===== src/rtl/biquad_sequencer.sv =====
// Sequencer around one biquad EQ band: queues PCM samples and gain commands,
// drives the biquad set/next pins, and returns the settled result as saturated PCM.
module biquad_sequencer #(
    parameter int SETTLE   = 2,
    parameter int SET_WAIT = 4
) (
    input  logic               i_clk,
    input  logic               i_rst,
    input  logic               i_pcm_valid,
    input  logic signed [15:0] i_pcm,
    output logic               o_pcm_ready,
    input  logic               i_gain_valid,
    input  logic signed [15:0] i_gain,
    output logic               o_gain_ready,
    output logic               o_bq_set,
    output logic signed [15:0] o_bq_gain,
    output logic               o_bq_next,
    output logic signed [31:0] o_bq_data,
    input  logic signed [31:0] i_bq_data,
    output logic               o_out_valid,
    output logic signed [15:0] o_out_pcm,
    input  logic               i_out_ready,
    output logic               o_busy
);

    typedef enum logic [2:0] {
        S_IDLE, S_SET, S_SET_WAIT, S_NEXT_HI, S_NEXT_LO, S_SETTLE, S_OUT
    } state_t;

    state_t             state, state_nxt;
    logic [3:0]         cnt, cnt_nxt;
    logic signed [15:0] fifo_mem [2];
    logic               wr_ptr, rd_ptr;
    logic [1:0]         fifo_cnt;
    logic               push, pop, enter_set, capture, load_gain;
    logic               pending;
    logic signed [15:0] gain_reg;

    function automatic logic signed [31:0] to_q15(input logic signed [15:0] s);
        return {s[15], s, 15'b0};
    endfunction

    // Arithmetic shift floors toward -inf before clamping to the 16-bit range.
    function automatic logic signed [15:0] sat16(input logic signed [31:0] x);
        logic signed [31:0] sh;
        sh = x >>> 15;
        if (sh > 32'sd32767)
            return 16'h7fff;
        else if (sh < -32'sd32768)
            return 16'h8000;
        return sh[15:0];
    endfunction

    assign o_pcm_ready  = (fifo_cnt != 2'd2);
    assign o_gain_ready = !pending;
    assign push         = i_pcm_valid && o_pcm_ready;
    assign load_gain    = i_gain_valid && o_gain_ready;

    assign o_bq_set  = (state == S_SET);
    assign o_bq_next = (state == S_NEXT_HI);
    assign o_busy    = (state != S_IDLE);

    always_comb begin
        state_nxt = state;
        cnt_nxt   = cnt;
        pop       = 1'b0;
        enter_set = 1'b0;
        capture   = 1'b0;
        case (state)
            S_IDLE: begin
                if (pending) begin
                    state_nxt = S_SET;
                    enter_set = 1'b1;
                end else if (fifo_cnt != 2'd0) begin
                    state_nxt = S_NEXT_HI;
                    pop       = 1'b1;
                end
            end
            S_SET: begin
                state_nxt = S_SET_WAIT;
                cnt_nxt   = 4'd0;
            end
            // The IDLE cycle that follows is the last of the SET_WAIT quiet cycles.
            S_SET_WAIT: begin
                if (cnt == 4'(SET_WAIT - 2))
                    state_nxt = S_IDLE;
                else
                    cnt_nxt = cnt + 4'd1;
            end
            S_NEXT_HI: state_nxt = S_NEXT_LO;
            S_NEXT_LO: begin
                state_nxt = S_SETTLE;
                cnt_nxt   = 4'd0;
            end
            S_SETTLE: begin
                if (cnt == 4'(SETTLE - 1)) begin
                    state_nxt = S_OUT;
                    capture   = 1'b1;
                end else begin
                    cnt_nxt = cnt + 4'd1;
                end
            end
            S_OUT: begin
                if (i_out_ready)
                    state_nxt = S_IDLE;
            end
            default: state_nxt = S_IDLE;
        endcase
    end

    always_ff @(posedge i_clk or posedge i_rst) begin
        if (i_rst) begin
            state <= S_IDLE;
            cnt   <= 4'd0;
        end else begin
            state <= state_nxt;
            cnt   <= cnt_nxt;
        end
    end

    always_ff @(posedge i_clk or posedge i_rst) begin
        if (i_rst) begin
            wr_ptr   <= 1'b0;
            rd_ptr   <= 1'b0;
            fifo_cnt <= 2'd0;
            pending  <= 1'b0;
        end else begin
            if (push)
                wr_ptr <= ~wr_ptr;
            if (pop)
                rd_ptr <= ~rd_ptr;
            case ({push, pop})
                2'b10:   fifo_cnt <= fifo_cnt + 2'd1;
                2'b01:   fifo_cnt <= fifo_cnt - 2'd1;
                default: fifo_cnt <= fifo_cnt;
            endcase
            if (load_gain)
                pending <= 1'b1;
            else if (enter_set)
                pending <= 1'b0;
        end
    end

    // Storage only; its validity is tracked by fifo_cnt and pending.
    always_ff @(posedge i_clk) begin
        if (push)
            fifo_mem[wr_ptr] <= i_pcm;
        if (load_gain)
            gain_reg <= i_gain;
    end

    always_ff @(posedge i_clk or posedge i_rst) begin
        if (i_rst) begin
            o_bq_gain   <= '0;
            o_bq_data   <= '0;
            o_out_valid <= 1'b0;
            o_out_pcm   <= '0;
        end else begin
            if (enter_set)
                o_bq_gain <= gain_reg;
            if (pop)
                o_bq_data <= to_q15(fifo_mem[rd_ptr]);
            if (capture) begin
                o_out_valid <= 1'b1;
                o_out_pcm   <= sat16(i_bq_data);
            end else if (state == S_OUT && i_out_ready) begin
                o_out_valid <= 1'b0;
            end
        end
    end

endmodule


===== config.mk =====
export PLATFORM = sky130hd
export DESIGN_NAME = biquad_sequencer
export DESIGN_NICKNAME = d
export VERILOG_FILES = /design/src/rtl/biquad_sequencer.sv
export SDC_FILE = /design/constraint.sdc
export NUM_CORES = 1
export LEC_CHECK = 0
export ABC_AREA = 1
export CAP_MARGIN = 0
export CORE_MARGIN = 10
export CORE_UTILIZATION = 42
export CTS_CLUSTER_SIZE = 16
export DETAILED_ROUTE_END_ITERATION = 16
export PLACE_DENSITY = 0.76
export SYNTH_ARGS = -nofsm -noshare
export SYNTH_HDL_FRONTEND = slang
export SYNTH_SLANG_ARGS = --single-unit

===== constraint.sdc =====
create_clock -name i_clk -period 2.1 [get_ports i_clk]
set_clock_uncertainty 0.15 [all_clocks]
set_input_delay 0.42 -clock i_clk [delete_from_list [all_inputs] [get_ports i_clk]]
set_output_delay 0.42 -clock i_clk [all_outputs]
set_load 0.02 [all_outputs]

==> results by group, run 1 <==
Setup path
  – Largest delay share family, worst path: flip-flops
  – Worst setup SP type: flop
  – Category of the critical setup timing path: reg -> out
  – Critical Path Fanout Max: 7
  – RR Startpoint: state[2]
  – Critical path capture point type: primary output
  – Delay of the slowest cell on the worst path: 0.49 ns
  – First element of the critical path: state[1]
  – Series of cell instances along the critical path: nor3_4 > inv_1 > dlygate4sd2_1
  – Data arrival, critical path: 1.44 ns
  – Library cell contributing the largest single delay on the critical path: dfrtp_2
  – Sum of buffers and inverters on the critical path: 2
  – Crit path required time: 1.53 ns

CTS
  – Number of buffers added by the clock tree synthesis step: 9
  – Buffers from clock root to sink, at most: 2
  – Deepest level of the CTS H-tree: 3
  – CTS clock-pin slew for the worst setup and hold paths: 0.11 ns
  – CTS tree: built
  – Number of hold buffers added after cts: 0
  – Clock latency on the worst-skew pair: 0.36 ns
  – Clock Root Buffer: clkbuf_8
  – Total number of clock tree sinks: 109

Finish
  – ANT cells: 0
  – Layout cell share with drive strength beyond 1: 7.26%
  – Final core utilization: 56.3%
  – Commonest cells after routing, fill and taps aside: nand2_1, clkdlybuf4s50_1, dfrtp_1
  – Number of flip-flops in the largest register: 32
  – Area growth from synthesis to layout: 29.5%
  – Nets: 605
  – Largest reg by FF count: fifo_mem
  – Most common cell after layout, fill and taps aside: nand2_1
  – Post-route insts no fill: 673
  – Summed area of non-filler cells in the final layout: 0.00587 mm^2

Routing
  – # DRC: 0
  – Highest metal used: met4
  – Vias: 3176
  – Detailed-routed wire length on met2: 4880 um
  – Total Wirelength: 9690 um
  – Antenna viol nets, final: 0
  – Post-DR vias/cell: 4.72
  – M1 WL: 3920 um
  – Detailed-route wire length per cell: 14.4 um
  – Total iterations of the first detailed-routing run: 4
  – DRC violation total after the first TritonRoute iteration: 131
  – Met3 wirelength from detailed routing: 763 um

Power and ir drop
  – Power per cell area: 1440 mW/mm^2
  – Overall power consumption: 8.43 mW
  – Peak supply drop: 714 uV
  – Static power due to leakage: 2.53 nW

STA
  – Tcrit/Tclk final: 95.6%
  – Sum of negative setup slack: 0 ns
  – RSZ-0062 raised after global routing: no
  – Hold WS: 0.291 ns
  – Post-route minimum period: 2.01 ns
  – Number of setup violations in the final report: 0
  – Relative slew margins: 52.7%
  – Count of final max-slew check failures: 0
  – Worst-case setup margin in the final layout: 0.0929 ns
  – Slew of the pin with the lowest slew margin: 0.707 ns
  – Timing-limited maximum frequency: 0.498 GHz
  – Number of hold-slack violations in the final timing report: 0

Synth
  – Synthesized area per cell: 10.8 um^2
  – Commonest register cell after synthesis: dfrtp_1
  – FF+latch count, synth: 109
  – Sequential area share after synthesis: 65.5%
  – EDFF count, synth: 48
  – YS warnings: 0
  – Synthesized area: 0.00453 mm^2
  – Main area contributors after synthesis: dfrtp_1, edfxtp_1, nand2_1, o21ai_0, buf_4
  – Largest area contributor in the netlist: dfrtp_1
  – Mapped Cells: 421
  – Post-synthesis async set-or-reset flop share: 56.0%
  – Library cells used by synthesis: 27
  – Top cell type's share of synthesized area: 33.7%

Placement
  – Placed cell areas: 0.00569 mm^2
  – Port Buf Inserts: 108
  – Post-DP HPWL: 7130 um
  – Post-Place Cells: 656
  – Dpl ws: 0.0416 ns
  – RePlAce Congestion: 0.783

Floorplanning
  – Initial core utilization: 43.5%
  – Number of I/O pins: 139
  – Die Wd: 124 um
  – Die outline area: 0.0153 mm^2
  – Die Ht: 124 um
  – Placement Rows: 37
  – Area inside the core boundary: 0.0104 mm^2

Flow run
  – Max cap viols: 0

Run status
  – Run status: finished, final reports clean

Hold path
  – Class of the tightest hold or removal check: in -> async

GRT
  – Via count of the first global-routing pass: 3201
  – Leftover overflow at the end of global routing: 0
  – Total GRT Usage: 12.7%
  – Largest net degree at the start of global routing: 34
  – Initial antenna violation count: 0
  – Global-route wire length before repair: 15600 um
==> logic make-up after synthesis <==
kind of cell,Yosys count,share of synthesized area (%)
adder cells (fa/ha/maj),4,1.11
AO/OA/AOI/OAI,73,9.01
other,1,0.0828
AND/OR/NAND/NOR,160,14.9
flip-flops,109,65.5
buffers and inverters,70,8.62
XOR/XNOR,4,0.774
==> report_power, final <==
group / internal [mW] / switching [mW]
combinational: 1.64 / 2.12
sequential: 3.03 / 0.461
clock: 0.475 / 0.697
==> per-layer routing <==
layer  vias up  track usage [%]
met4         0             5.02
li1       1567                -
met2        93             22.3
met5         -                0
met1      1506             14.5
met3        10             3.21
==> synth_stat cells (2+ instances only) <==
library cell and number:
dfrtp_1 61, nand4_1 2, buf_4 19, xor2_1 2, a21oi_1 4, buf_6 7, nor2_4 2, nand2_1 115
o21a_1 16, inv_2 2, o21ai_1 7, clkbuf_1 5, inv_1 34, ha_1 4, edfxtp_1 48, buf_2 3
xnor2_1 2, o21ai_0 45, nor2_1 14, nand3_1 22
==> cell type report <==
cell class,count,area (um^2)
Tap cell,136,170
Sequential cell,109,2970
Multi-Input combinational cell,256,1220
Clock buffer,12,145
Fill cell,909,4550
Clock inverter,4,33.8
Timing Repair Buffer,120,1190
Inverter,36,135
==> repair_timing <==
action,CTS,global route
gates resized for setup,9,2
setup endpoints to repair,5,3
buffers inserted,0,1
==> worst register-to-register path, stage by stage (launching register included) <==
cell and delay, ns:
dfrtp_1 0.44, buf_4 0.18, nor2_1 0.11, nand2_1 0.12, nor2_4 0.11, ha_1 0.25
a21oi_1 0.11, o21ai_0 0.11, xor2_1 0.15
==> final timing paths <==
kind	end	slack, ns	cells after the start
max	o_busy	0.09	3
min	o_out_pcm[0]	0.29	3
max reg2reg	fifo_cnt[1]	0.23	8
min reg2reg	o_bq_gain[6]	0.33	2
max in group asynchronous	pending	1.17	3
min in group i_clk	o_bq_gain[6]	0.33	2
(Power assumes the default switching activity.)
==> run 2: changes to the inputs <==
--- a/config.mk
+++ b/config.mk
@@ -6,7 +6,6 @@
 export NUM_CORES = 1
 export LEC_CHECK = 0
 export ABC_AREA = 1
-export CAP_MARGIN = 0
 export CORE_MARGIN = 10
 export CORE_UTILIZATION = 42
 export CTS_CLUSTER_SIZE = 16
==> results of run 2 <==
Same layout as run 1: the final DEF is identical, and so are final timing and power.
